### src/rtl/decode_stage.sv
// Registered RV32I decode stage with valid/ready handshakes on both sides.
// An optional skid entry holds the raw instruction so IN_READY can come from a flop.
module decode_stage #(
  parameter int XLEN = 32,
  parameter int PC_W = 32,
  parameter bit SKID = 1'b1
) (
  input  logic            clk_i,
  input  logic            rst_i,
  input  logic            flush_i,
  input  logic            in_valid_i,
  output logic            in_ready_o,
  input  logic [31:0]     in_instr_i,
  input  logic [PC_W-1:0] in_pc_i,
  output logic            out_valid_o,
  input  logic            out_ready_i,
  output logic [PC_W-1:0] out_pc_o,
  output logic [4:0]      rs1_o,
  output logic [4:0]      rs2_o,
  output logic [4:0]      rd_o,
  output logic [XLEN-1:0] imm_o,
  output logic [3:0]      alu_ctl_o,
  output logic [1:0]      op1_sel_o,
  output logic [1:0]      op2_sel_o,
  output logic [1:0]      din_sel_o,
  output logic [2:0]      trim_ctl_o,
  output logic [1:0]      mm_wr_o,
  output logic [1:0]      pc_sel_o,
  output logic            reg_wr_o,
  output logic            illegal_o
);

  localparam logic [6:0] OPC_OP     = 7'b0110011;
  localparam logic [6:0] OPC_IMM    = 7'b0010011;
  localparam logic [6:0] OPC_LOAD   = 7'b0000011;
  localparam logic [6:0] OPC_STORE  = 7'b0100011;
  localparam logic [6:0] OPC_LUI    = 7'b0110111;
  localparam logic [6:0] OPC_AUIPC  = 7'b0010111;
  localparam logic [6:0] OPC_JAL    = 7'b1101111;
  localparam logic [6:0] OPC_JALR   = 7'b1100111;
  localparam logic [6:0] OPC_BRANCH = 7'b1100011;

  localparam logic [3:0] ALU_ADD = 4'd0, ALU_SUB = 4'd1, ALU_SLL = 4'd2, ALU_LT = 4'd3,
                         ALU_LTU = 4'd4, ALU_XOR = 4'd5, ALU_SRL = 4'd6, ALU_SRA = 4'd7,
                         ALU_OR  = 4'd8, ALU_AND = 4'd9;

  typedef struct packed {
    logic [4:0]      rs1;
    logic [4:0]      rs2;
    logic [4:0]      rd;
    logic [XLEN-1:0] imm;
    logic [3:0]      alu;
    logic [1:0]      op1;
    logic [1:0]      op2;
    logic [1:0]      din;
    logic [2:0]      trim;
    logic [1:0]      mm;
    logic [1:0]      pcs;
    logic            reg_wr;
    logic            illegal;
  } dec_t;

  logic            out_valid_q, skid_valid_q;
  logic [31:0]     skid_instr_q;
  logic [PC_W-1:0] skid_pc_q, out_pc_q;
  dec_t            dec_q, dec_d;
  logic [31:0]     src_instr, imm32_d;
  logic [PC_W-1:0] src_pc;
  logic            ill_d, in_fire, out_adv;
  logic [2:0]      f3;
  logic [6:0]      f7;

  function automatic logic [3:0] alu_of(input logic [2:0] fn3, input logic alt);
    case (fn3)
      3'd0:    alu_of = alt ? ALU_SUB : ALU_ADD;
      3'd1:    alu_of = ALU_SLL;
      3'd2:    alu_of = ALU_LT;
      3'd3:    alu_of = ALU_LTU;
      3'd4:    alu_of = ALU_XOR;
      3'd5:    alu_of = alt ? ALU_SRA : ALU_SRL;
      3'd6:    alu_of = ALU_OR;
      default: alu_of = ALU_AND;
    endcase
  endfunction

  generate
    if (SKID) begin : g_skid
      assign in_ready_o = !skid_valid_q;
    end else begin : g_noskid
      assign in_ready_o = !out_valid_q || out_ready_i;
    end
  endgenerate

  assign in_fire   = in_valid_i && in_ready_o;
  assign out_adv   = !out_valid_q || out_ready_i;
  // A held skid entry is always older than anything on the input.
  assign src_instr = skid_valid_q ? skid_instr_q : in_instr_i;
  assign src_pc    = skid_valid_q ? skid_pc_q : in_pc_i;
  assign f3        = src_instr[14:12];
  assign f7        = src_instr[31:25];

  always_comb begin
    dec_d     = '0;
    dec_d.rs1 = src_instr[19:15];
    dec_d.rs2 = src_instr[24:20];
    dec_d.rd  = src_instr[11:7];
    imm32_d   = '0;
    ill_d     = 1'b0;
    case (src_instr[6:0])
      OPC_OP: begin
        dec_d.alu    = alu_of(f3, f7[5]);
        dec_d.reg_wr = 1'b1;
        if (f7 != 7'h00 && f7 != 7'h20) ill_d = 1'b1;
        if (f7 == 7'h20 && f3 != 3'd0 && f3 != 3'd5) ill_d = 1'b1;
      end
      OPC_IMM: begin
        imm32_d      = {{20{src_instr[31]}}, src_instr[31:20]};
        dec_d.alu    = alu_of(f3, f3 == 3'd5 && f7[5]);
        dec_d.op2    = 2'd1;
        dec_d.reg_wr = 1'b1;
        if (f3 == 3'd1 && f7 != 7'h00) ill_d = 1'b1;
        if (f3 == 3'd5 && f7 != 7'h00 && f7 != 7'h20) ill_d = 1'b1;
      end
      OPC_LOAD: begin
        imm32_d      = {{20{src_instr[31]}}, src_instr[31:20]};
        dec_d.op2    = 2'd1;
        dec_d.din    = 2'd1;
        dec_d.trim   = f3;
        dec_d.reg_wr = 1'b1;
        if (f3 == 3'd3 || f3 >= 3'd6) ill_d = 1'b1;
      end
      OPC_STORE: begin
        imm32_d   = {{20{src_instr[31]}}, src_instr[31:25], src_instr[11:7]};
        dec_d.op2 = 2'd1;
        dec_d.mm  = f3[1:0] + 2'd1;
        if (f3 > 3'd2) ill_d = 1'b1;
      end
      OPC_LUI: begin
        imm32_d      = {src_instr[31:12], 12'h000};
        dec_d.din    = 2'd2;
        dec_d.reg_wr = 1'b1;
      end
      OPC_AUIPC: begin
        imm32_d      = {src_instr[31:12], 12'h000};
        dec_d.op1    = 2'd1;
        dec_d.op2    = 2'd1;
        dec_d.reg_wr = 1'b1;
      end
      OPC_JAL: begin
        imm32_d      = {{11{src_instr[31]}}, src_instr[31], src_instr[19:12],
                        src_instr[20], src_instr[30:21], 1'b0};
        dec_d.pcs    = 2'd2;
        dec_d.din    = 2'd3;
        dec_d.reg_wr = 1'b1;
      end
      OPC_JALR: begin
        imm32_d      = {{20{src_instr[31]}}, src_instr[31:20]};
        dec_d.pcs    = 2'd3;
        dec_d.op2    = 2'd1;
        dec_d.din    = 2'd3;
        dec_d.reg_wr = 1'b1;
        if (f3 != 3'd0) ill_d = 1'b1;
      end
      OPC_BRANCH: begin
        imm32_d    = {{19{src_instr[31]}}, src_instr[31], src_instr[7],
                      src_instr[30:25], src_instr[11:8], 1'b0};
        dec_d.pcs  = 2'd1;
        dec_d.trim = f3;
        case (f3[2:1])
          2'b00:   dec_d.alu = ALU_SUB;
          2'b10:   dec_d.alu = ALU_LT;
          2'b11:   dec_d.alu = ALU_LTU;
          default: ill_d = 1'b1;
        endcase
      end
      default: ill_d = 1'b1;
    endcase
    if (src_instr[1:0] != 2'b11) ill_d = 1'b1;
    dec_d.imm = XLEN'($signed(imm32_d));
    // Illegal bundles carry no side effects: every control select is cleared.
    if (ill_d) begin
      dec_d.alu    = '0;
      dec_d.op1    = '0;
      dec_d.op2    = '0;
      dec_d.din    = '0;
      dec_d.trim   = '0;
      dec_d.mm     = '0;
      dec_d.pcs    = '0;
      dec_d.reg_wr = 1'b0;
    end
    if (dec_d.rd == 5'd0) dec_d.reg_wr = 1'b0;
    dec_d.illegal = ill_d;
  end

  always_ff @(posedge clk_i or posedge rst_i) begin
    if (rst_i) begin
      out_valid_q  <= 1'b0;
      skid_valid_q <= 1'b0;
      skid_instr_q <= '0;
      skid_pc_q    <= '0;
      out_pc_q     <= '0;
      dec_q        <= '0;
    end else if (flush_i) begin
      out_valid_q  <= 1'b0;
      skid_valid_q <= 1'b0;
    end else if (out_adv) begin
      out_valid_q  <= skid_valid_q || in_fire;
      skid_valid_q <= 1'b0;
      if (skid_valid_q || in_fire) begin
        out_pc_q <= src_pc;
        dec_q    <= dec_d;
      end
    end else if (SKID && in_fire) begin
      skid_valid_q <= 1'b1;
      skid_instr_q <= in_instr_i;
      skid_pc_q    <= in_pc_i;
    end
  end

  assign out_valid_o = out_valid_q;
  assign out_pc_o    = out_pc_q;
  assign rs1_o       = dec_q.rs1;
  assign rs2_o       = dec_q.rs2;
  assign rd_o        = dec_q.rd;
  assign imm_o       = dec_q.imm;
  assign alu_ctl_o   = dec_q.alu;
  assign op1_sel_o   = dec_q.op1;
  assign op2_sel_o   = dec_q.op2;
  assign din_sel_o   = dec_q.din;
  assign trim_ctl_o  = dec_q.trim;
  assign mm_wr_o     = dec_q.mm;
  assign pc_sel_o    = dec_q.pcs;
  assign reg_wr_o    = dec_q.reg_wr;
  assign illegal_o   = dec_q.illegal;

endmodule

### config.mk
export PLATFORM = sky130hd
export DESIGN_NAME = decode_stage
export DESIGN_NICKNAME = d
export VERILOG_FILES = /design/src/rtl/decode_stage.sv
export SDC_FILE = /design/constraint.sdc
export NUM_CORES = 1
export LEC_CHECK = 0
export CAP_MARGIN = 20
export CORE_MARGIN = 2
export CORE_UTILIZATION = 55
export DETAILED_ROUTE_END_ITERATION = 16
export GPL_ROUTABILITY_DRIVEN = 0
export HOLD_SLACK_MARGIN = 0.1
export PLACE_DENSITY_LB_ADDON = 0.12
export SLEW_MARGIN = 30
export SYNTH_ARGS = -nofsm -noshare
export SYNTH_HDL_FRONTEND = slang
export SYNTH_SLANG_ARGS = --single-unit
### constraint.sdc
create_clock -name clk_i -period 14.5 [get_ports clk_i]
set_input_delay 3.625 -clock clk_i [delete_from_list [all_inputs] [get_ports clk_i]]
set_output_delay 3.625 -clock clk_i [all_outputs]
set_load 0.02 [all_outputs]
==> impl_metrics.py, run 1 <==
metrics = {
    "status": {
        "status": "completed",
    },
    "timing": {
        "slew_viol_final": 0,
        "setup_viol": 0,
        "rsz0062_at_grt": "no",
        "fin_worst_skew_ns": 0.00675,
        "max_freq_ghz": 0.167,
        "maxSlewHeadroom_pct": 48.6,
        "tns_ns": 0,
        "finalHoldViolCount": 0,
        "period_minus_slack_ns": 5.98,
        "tightest_slew_ns": 0.750,
        "finalCritPeriodShare_pct": 41.2,
    },
    "cts": {
        "hold_buffers": 0,
        "clock_latency_ns": 0.42,
        "cts-root-buf": "clkbuf_16",
        "clockBufferDepth": 2,
        "h-tree-depth": 4,
        "path_clk_slew_ns": 0.06,
        "cts_made_buffers": 17,
        "cts_tree": "yes",
        "cts_resized": 0,
        "clock_sinks": 162,
        "post_cts_buffers": 0,
    },
    "setup_path": {
        "worstPathMaxFanout": 11,
        "endpoint_kind": "flop",
        "reg2regPathDepth": 7,
        "crit_arrival_ns": 6.34,
        "start_kind": "primary input",
        "setup.worst_path.class": "primary input to flop",
        "crit_required_ns": 14.86,
    },
    "power_and_ir_drop": {
        "comb_power_share_pct": 19.6,
        "ir_drop_mv": 0.101,
        "swShare_pct": 27.7,
        "leakage_nw": 4.12,
        "clkPwrFrac_pct": 34.5,
        "intPower_w": 0.000907,
        "switching_power_w": 0.000348,
        "power_w": 0.00125,
        "power_frac_seq_pct": 45.8,
        "p_per_area_nw_per_um2": 127,
    },
    "synthesis": {
        "synth_ff_type": "dfrtp_1",
        "synth_cell_types": 65,
        "ys_seq_area_share_pct": 53.8,
        "yosysWarnings": 0,
        "synthCells": 655,
        "synth.avg_cell_area_um2": 11.5,
        "synth_edf_count": 0,
        "netlist_area_um2": 7530,
        "ys_async_sr_fraction_pct": 100,
        "synth-seq-cells": 162,
    },
    "detailed_routing": {
        "drcViolationCount": 0,
        "via_per_inst": 5.82,
        "vias": 5788,
        "wire_per_inst_um": 18.2,
        "postRouteAntennaNets": 0,
        "dr.pass1.iters": 6,
        "drt-total-wl_um": 18000,
        "drt_iter0_markers": 470,
    },
    "placement": {
        "port_buffers": 166,
        "placed_cells": 961,
        "placed_area_um2": 9280,
        "post-dp-hpwl_um": 12600,
    },
    "finish": {
        "syn2layout_area_growth_pct": 31.3,
        "drive_above_1_share_pct": 15.9,
        "final_cells": 994,
        "final_nets": 878,
        "diodes": 0,
        "final_util_pct": 74.3,
        "finalInstanceArea_um2": 9880,
    },
    "global_routing": {
        "overflow": 0,
        "globalRouteTotalUtil_pct": 25.3,
        "grt_max_degree": 108,
        "grt_pass1_vias": 5665,
        "antenna_found_initial": 0,
        "grt_pass1_wl_um": 28700,
    },
    "floorplanning": {
        "die_area_um2": 14600,
        "die_w_um": 121,
        "initial_utilization_pct": 56.6,
        "core_um2": 13300,
        "row_count": 42,
        "ios": 169,
        "die_h_um": 121,
    },
    "min_path": {
        "hold_class": "flop to flop",
        "min_path_cells": 1,
    },
    "flow_run": {
        "drv_cap": 0,
    },
}
[flip-flops by register name, indices dropped and copies added (netlist names)]
register	flops
skid_instr_q	32
rd_o	5
imm_o	32
skid_valid_q	1
reg_wr_o	1
illegal_o	1
rs2_o	5
mm_wr_o	2
skid_pc_q	32
alu_ctl_o	4
trim_ctl_o	3
pc_sel_o	2
out_pc_o	32
op1_sel_o	1
out_valid_o	1
rs1_o	5
op2_sel_o	1
din_sel_o	2
[cell usage in the layout, fill, tap and decap left out, types with 4 or more instances in the layout]
cell type / n
a31oi_1: 4
o21a_1: 5
dfrtp_1: 161
inv_6: 5
o22ai_1: 4
mux2_2: 70
a21o_1: 7
nand3b_1: 4
clkdlybuf4s50_1: 166
inv_1: 6
mux2i_1: 60
and3_1: 4
clkbuf_16: 17
o21ai_0: 64
o221a_2: 8
a21oi_1: 10
a221o_1: 11
nand2b_1: 4
o221ai_1: 7
nor2_1: 35
nand3_1: 7
nand2_1: 74
nor3_1: 6
ha_1: 4
[Yosys cell counts (2+ instances only)]
library cell | n | share of area, %
dfrtp_1 | 162 | 54
nand2_1 | 74 | 3.7
mux2_2 | 70 | 10
o21ai_0 | 64 | 4.3
mux2i_1 | 60 | 8.0
nor2_1 | 35 | 1.7
clkbuf_1 | 26 | 1.3
a221o_1 | 11 | 1.5
a21oi_1 | 10 | 0.66
buf_2 | 8 | 0.53
nand3_1 | 8 | 0.53
o221a_2 | 8 | 1.2
a21o_1 | 7 | 0.70
inv_1 | 7 | 0.35
nor3_1 | 7 | 0.47
o221ai_1 | 7 | 0.81
o21a_1 | 5 | 0.50
a31oi_1 | 4 | 0.33
and3_1 | 4 | 0.33
buf_4 | 4 | 0.40
ha_1 | 4 | 0.66
nand2b_1 | 4 | 0.33
nand3b_1 | 4 | 0.40
o22ai_1 | 4 | 0.33
or3_1 | 4 | 0.33
a211oi_1 | 3 | 0.30
and2_1 | 3 | 0.25
nor2b_1 | 3 | 0.25
o41ai_2 | 3 | 0.65
buf_6 | 2 | 0.30
nor3b_1 | 2 | 0.20
o31ai_1 | 2 | 0.20
o31ai_2 | 2 | 0.33
o41ai_1 | 2 | 0.23
or3b_1 | 2 | 0.23
[per-layer routing]
layer	vias up	GRT usage [%]	part of all wire, %
met1	2852	34.5	43
met3	33	8.36	8.2
met2	216	37.4	46
met4	0	10.3	2.3
met5	-	0	0
li1	2687	-	-
[power by group through the flow]
stage | logic (W) | clock network, W | registers, W
after floorplan | 0.000107 | 0 | 0.000605
after global placement | 0.000239 | 0 | 0.000576
after detailed placement | 0.000247 | 0 | 0.000581
after CTS | 0.000248 | 0.000441 | 0.000574
after global routing | 0.000266 | 0.000460 | 0.000584
final | 0.000246 | 0.000433 | 0.000575
[worst max-delay path: stages]
cell,delay [ns]
clkdlybuf4s50_1,0.55
or3b_1,0.39
a211o_1,0.39
nor3_2,0.30
o21ai_1,0.23
nor2_1,0.63
a221o_1,0.21
[cells by family (layout without fill, tap and decap cells)]
group                      after synthesis  in the layout  synth area share (%)
AOI/OAI and AO/OA                      147            147                  13.7
DFF                                    162            162                  53.8
muxes                                  130            130                  18.4
adders and majority gates                4              4                 0.665
buffers and inverters                   48            210                  2.92
other                                    1              2                0.0498
and+or+nand+nor                        163            163                  10.4
[through the flow]
step           hold WS [ns]  worst slack [ns]
2_1_floorplan         0.479              6.50
3_3_place_gp          0.463              8.21
3_5_place_dp          0.466              8.13
4_1_cts               0.480              8.58
5_1_grt               0.504              8.40
6_report              0.477              8.52
[area by class of cell]
class	instances	area (µm²)
Sequential cell	162	4060
Fill cell	922	3410
Multi-Input combinational cell	446	3280
Timing Repair Buffer	171	1720
Clock buffer	23	478
Tap cell	176	220
Clock inverter	9	95.1
Inverter	7	31.3
[final timing paths]
check                               from            to  slack (ns)
hold / removal                  rs2_o[4]      rs2_o[4]        0.48
max in group asynchronous          rst_i  skid_valid_q        9.55
setup / recovery           in_instr_i[6]     imm_o[25]        8.52
setup reg to reg            skid_valid_q     imm_o[25]       11.00
min in group asynchronous          rst_i  skid_pc_q[4]        3.72
hold reg to reg                 rs2_o[4]      rs2_o[4]        0.48
Note: power is estimated with default switching activity, not from simulation.
==> run 2, diff against run 1 <==
- CORE_UTILIZATION: 55 -> 51
- clock period: 14.5 -> 5.8 ns (I/O delays scaled with it)
==> run 2 against run 1 <==
Critical path depth stayed put; sequential power rose to 2.5 times the previous value; via count fell by 1.1%.
==> impl_metrics.py, run 2 (same netlist as run 1, synthesis figures left out) <==
metrics = {
    "status": {
        "status": "completed",
    },
    "timing": {
        "maxSlewHeadroom_pct": 40.7,
        "finalCritPeriodShare_pct": 65.0,
        "holdWs_ns": 0.478,
        "tightest_slew_ns": 0.890,
        "period_minus_slack_ns": 3.77,
        "setup_viol": 0,
        "tns_ns": 0,
        "rsz0062_at_grt": "no",
        "max_freq_ghz": 0.265,
        "finalHoldViolCount": 0,
        "slew_viol_final": 0,
        "fin_worst_skew_ns": 0.00715,
    },
    "finish": {
        "syn2layout_area_growth_pct": 31.6,
        "final_common_cell": "clkdlybuf4s50_1",
        "drive_above_1_share_pct": 16.3,
        "diodes": 0,
        "final_cell_mix": "clkdlybuf4s50_1, dfrtp_1, nand2_1, mux2_2, o21ai_0",
        "final_nets": 878,
        "final_cells": 1002,
        "finalInstanceArea_um2": 9910,
    },
    "cts": {
        "post_cts_buffers": 0,
        "clockBufferDepth": 2,
        "hold_buffers": 0,
        "cts_resized": 0,
        "clock_sinks": 162,
        "cts_made_buffers": 17,
        "cts-root-buf": "clkbuf_16",
        "path_clk_slew_ns": 0.06,
        "clock_latency_ns": 0.42,
        "h-tree-depth": 4,
        "cts_tree": "yes",
    },
    "power_and_ir_drop": {
        "leakage_nw": 4.12,
        "p_per_area_nw_per_um2": 317,
        "intPower_w": 0.00226,
        "power_frac_seq_pct": 45.8,
        "comb_power_share_pct": 19.6,
        "switching_power_w": 0.000883,
        "ir_drop_mv": 0.202,
        "clkPwrFrac_pct": 34.7,
        "swShare_pct": 28.1,
    },
    "setup_path": {
        "endpoint_kind": "flop",
        "r2r_start": "skid_valid_q",
        "crit_arrival_ns": 4.07,
        "timing.rr.end": "trim_ctl_o[0]",
        "worstPathMaxFanout": 16,
        "rrSetupSlack_ns": 2.16,
        "start_kind": "primary input",
        "setup.worst_path.class": "primary input to flop",
        "reg2regPathDepth": 7,
        "crit_required_ns": 6.10,
    },
    "detailed_routing": {
        "drcViolationCount": 0,
        "dr.pass1.iters": 4,
        "via_per_inst": 5.71,
        "postRouteAntennaNets": 0,
        "drt_iter0_markers": 351,
        "drt-total-wl_um": 18000,
        "wire_per_inst_um": 17.9,
        "vias": 5723,
    },
    "floorplanning": {
        "ios": 169,
        "die_area_um2": 15800,
        "row_count": 44,
        "die_w_um": 126,
        "die_h_um": 126,
        "initial_utilization_pct": 52.0,
        "core_um2": 14500,
    },
    "min_path": {
        "hold_start": "mm_wr_o[1]",
        "whs_endpoint": "mm_wr_o[1]",
        "min_path_cells": 2,
        "hold_class": "flop to flop",
    },
    "placement": {
        "placed_area_um2": 9310,
        "post-dp-hpwl_um": 12700,
        "port_buffers": 166,
        "placed_cells": 969,
    },
    "global_routing": {
        "grt_max_degree": 163,
        "grt_pass1_vias": 5830,
        "antenna_found_initial": 0,
        "grt_pass1_wl_um": 29500,
        "globalRouteTotalUtil_pct": 23.4,
        "overflow": 0,
    },
    "flow_run": {
        "drv_cap": 0,
    },
}
-- run 2: cell count changes in the layout (fill, tap and decap cells not counted), moves of 2 or more --
cell / previous run / this run
clkinv_4: 2 / 4
clkbuf_1: 3 / 0
inv_6: 5 / 2
buf_6: 2 / 0
clkinvlp_4: 1 / 5
-- run 2: worst max-delay path, stage by stage --
cell             delay (ns)
clkdlybuf4s50_1        0.43
or4_1                  0.54
nor4_1                 0.54
o22ai_1                0.18
a22oi_2                0.24
nand4_4                0.27
o41ai_2                0.42
-- run 2: final cells by class --
type                       count  area, µm²
timing repair buffer         171       1720
tap                          184        230
multi-input combinational    446       3280
clock buffer                  19        453
sequential                   162       4060
clock inverter                13        129
fill                        1106       4570
inverter                       7       30.0
-- run 2: power by group through the flow --
stage | Clock [W] | Sequential (W) | Combinational [W]
finish | 0.00109 | 0.00144 | 0.000614
global route | 0.00116 | 0.00146 | 0.000665
CTS | 0.00111 | 0.00144 | 0.000621
detailed placement | 0 | 0.00146 | 0.000620
global placement | 0 | 0.00144 | 0.000600
floorplan | 0 | 0.00151 | 0.000268
-- run 2: per-layer routing --
metal / vias to the layer above / GRT usage [%] / routed length, µm / share of wire (%)
met2: 185 / 38.7 / 8730 / 49
met1: 2825 / 29.4 / 7590 / 42
met4: 0 / 8.30 / 348 / 1.9
met5: - / 0 / 0 / 0
li1: 2685 / - / - / -
met3: 28 / 7.06 / 1310 / 7.3
-- run 2: worst max-delay path by stage --
| stage | startpoint | to |
|---|---|---|
| global placement | in_instr_i[28] | trim_ctl_o[2] |
| CTS | in_instr_i[28] | trim_ctl_o[0] |
| floorplan | rst_i | alu_ctl_o[0] |
| finish | in_instr_i[28] | trim_ctl_o[0] |
| global route | in_instr_i[13] | trim_ctl_o[0] |
| detailed placement | in_instr_i[28] | trim_ctl_o[0] |
-- run 2: per-stage QoR --
step / worst slack, ns / power [W] / util, %
floorplan: 2.29 / 0.00178 / -
global placement: 1.71 / 0.00204 / 64.3
detailed placement: 1.61 / 0.00208 / 64.3
CTS: 2.06 / 0.00317 / 68.3
global route: 1.80 / 0.00328 / 68.4
finish: 2.03 / 0.00314 / 68.4
==> run 3, diff against run 2 <==
- CORE_UTILIZATION: 51 -> 46
- clock period: 5.8 -> 3.3 ns (I/O delays scaled with it)
==> run 3 against run 2 <==
Register-to-register slack worse by 1.7 ns; first-iteration DRC count decreased by 16%; core utilization down 4.1 points.
==> impl_metrics.py, run 3 (same netlist as run 1, synthesis figures left out) <==
metrics = {
    "floorplanning": {
        "die_h_um": 132,
        "row_count": 46,
        "core_um2": 15900,
        "initial_utilization_pct": 47.2,
        "ios": 169,
        "die_w_um": 132,
        "die_area_um2": 17400,
    },
    "finish": {
        "drive_above_1_share_pct": 19.0,
        "final_nets": 907,
        "final_cell_mix": "clkdlybuf4s50_1, dfrtp_1, nand2_1, mux2_2, o21ai_0",
        "final_util_pct": 64.3,
        "final_common_cell": "clkdlybuf4s50_1",
        "syn2layout_area_growth_pct": 36.2,
    },
    "timing": {
        "fin_worst_skew_ns": 0.00833,
        "setup_viol": 0,
        "maxSlewHeadroom_pct": 54.7,
        "period_minus_slack_ns": 2.83,
        "rsz0062_at_grt": "no",
        "finalHoldViolCount": 0,
        "finalCritPeriodShare_pct": 85.8,
        "tightest_slew_ns": 0.678,
        "max_freq_ghz": 0.353,
        "slew_viol_final": 0,
        "tns_ns": 0,
    },
    "global_routing": {
        "grt_pass1_vias": 6031,
        "overflow": 0,
        "grt_max_degree": 77,
        "grt_pass1_wl_um": 31000,
        "globalRouteTotalUtil_pct": 22.3,
        "antenna_found_initial": 0,
    },
    "detailed_routing": {
        "drt_iter0_markers": 294,
        "postRouteAntennaNets": 0,
        "drcViolationCount": 0,
        "dr.pass1.iters": 5,
        "wire_per_inst_um": 17.8,
        "vias": 5869,
        "drt-total-wl_um": 19000,
        "via_per_inst": 5.52,
    },
    "cts": {
        "cts_tree": "yes",
        "clock_sinks": 162,
        "cts_made_buffers": 17,
        "cts-root-buf": "clkbuf_16",
        "cts_resized": 0,
        "hold_buffers": 0,
        "h-tree-depth": 4,
        "clockBufferDepth": 2,
        "post_cts_buffers": 0,
        "path_clk_slew_ns": 0.06,
        "clock_latency_ns": 0.42,
    },
    "setup_path": {
        "critPathTopFamily": "simple AND/OR/NAND/NOR gates",
        "setup.worst_path.class": "primary input to flop",
        "worst_path_largest_cell_delay_ns": 0.55,
        "endpoint_kind": "flop",
        "crit_required_ns": 3.62,
        "cp_slowest_cell": "or4_1",
        "worstPathMaxFanout": 15,
        "timing.critical_path.buf_inv": 2,
        "cp-startpoint": "in_instr_i[28]",
        "crit_arrival_ns": 3.15,
        "cp_cell_sequence": "clkdlybuf4s50_1 > or4_1 > nor4_1 > buf_4 > o22ai_1 > a22oi_2 > nand4_4 > o41ai_2",
        "start_kind": "primary input",
        "r2r_start": "skid_valid_q",
    },
    "status": {
        "status": "completed",
    },
    "flow_run": {
        "drv_cap": 0,
    },
    "min_path": {
        "hold_start": "trim_ctl_o[2]",
        "hold_class": "flop to flop",
    },
    "placement": {
        "port_buffers": 166,
        "post-dp-hpwl_um": 13900,
    },
    "power_and_ir_drop": {
        "p_per_area_nw_per_um2": 562,
        "ir_drop_mv": 0.355,
        "leakage_nw": 4.31,
    },
}
## run 3: cell types whose count changed in the layout (fill, tap and decap cells not counted)
cell	previous run	this run
inv_8	1	0
clkinvlp_4	5	1
clkinv_2	1	2
diode_2	0	1
buf_12	2	4
clkbuf_1	0	1
buf_4	3	30
clkinv_4	4	3
clkbuf_8	2	3
bufinv_16	1	4
## run 3: area by class of cell
type                       instances  area [µm²]
fill                            1269        5690
sequential                       162        4060
multi-input combinational        446        3280
timing repair buffer             200        1970
clock buffer                      21         470
tap                              216         270
clock inverter                    11         174
inverter                           7        30.0
antenna                            1        2.50
## run 3: tightest hold or removal path, cell delays in order, from the launching register on
cell,delay (ns)
dfrtp_1,0.34
nand2_1,0.05
o41ai_1,0.05
## run 3: routing by layer
metal	share of wire (%)	up-vias	routed length (µm)	track usage (%)
met3	7.0	24	1320	6.54
met4	1.7	0	316	8.27
li1	-	2745	-	-
met5	0	-	0	0
met2	47	204	9000	35.9
met1	44	2896	8340	28.8
## run 3: through the flow
step           std cells  instance area, µm²  hold WS, ns  setup slack (ns)  total power [W]
2_1_floorplan        656                7540        0.479             0.418          0.00313
6_report            1064               10300        0.474             0.470          0.00576
3_5_place_dp        1031                9610        0.468            0.0461          0.00367
5_1_grt             1063               10300        0.492             0.247          0.00601
3_3_place_gp        1031                9610        0.457            0.0880          0.00362
4_1_cts             1063               10300        0.482             0.473          0.00581
## run 3: path summary, 6_finish.rpt
check	endpoint	slack, ns	cells after the start
min in group asynchronous	rs2_o[1]	0.84	2
max in group asynchronous	out_pc_o[1]	1.72	3
min	trim_ctl_o[2]	0.47	2
max	trim_ctl_o[1]	0.47	8
max reg2reg	trim_ctl_o[1]	0.48	7
min reg2reg	trim_ctl_o[2]	0.47	2
## run 3: power breakdown
group / total, W / switching [W] / internal [W]
sequential: 0.00253 / 0.000214 / 0.00231
combinational: 0.00111 / 0.000527 / 0.000582
clock: 0.00212 / 0.000792 / 0.00133
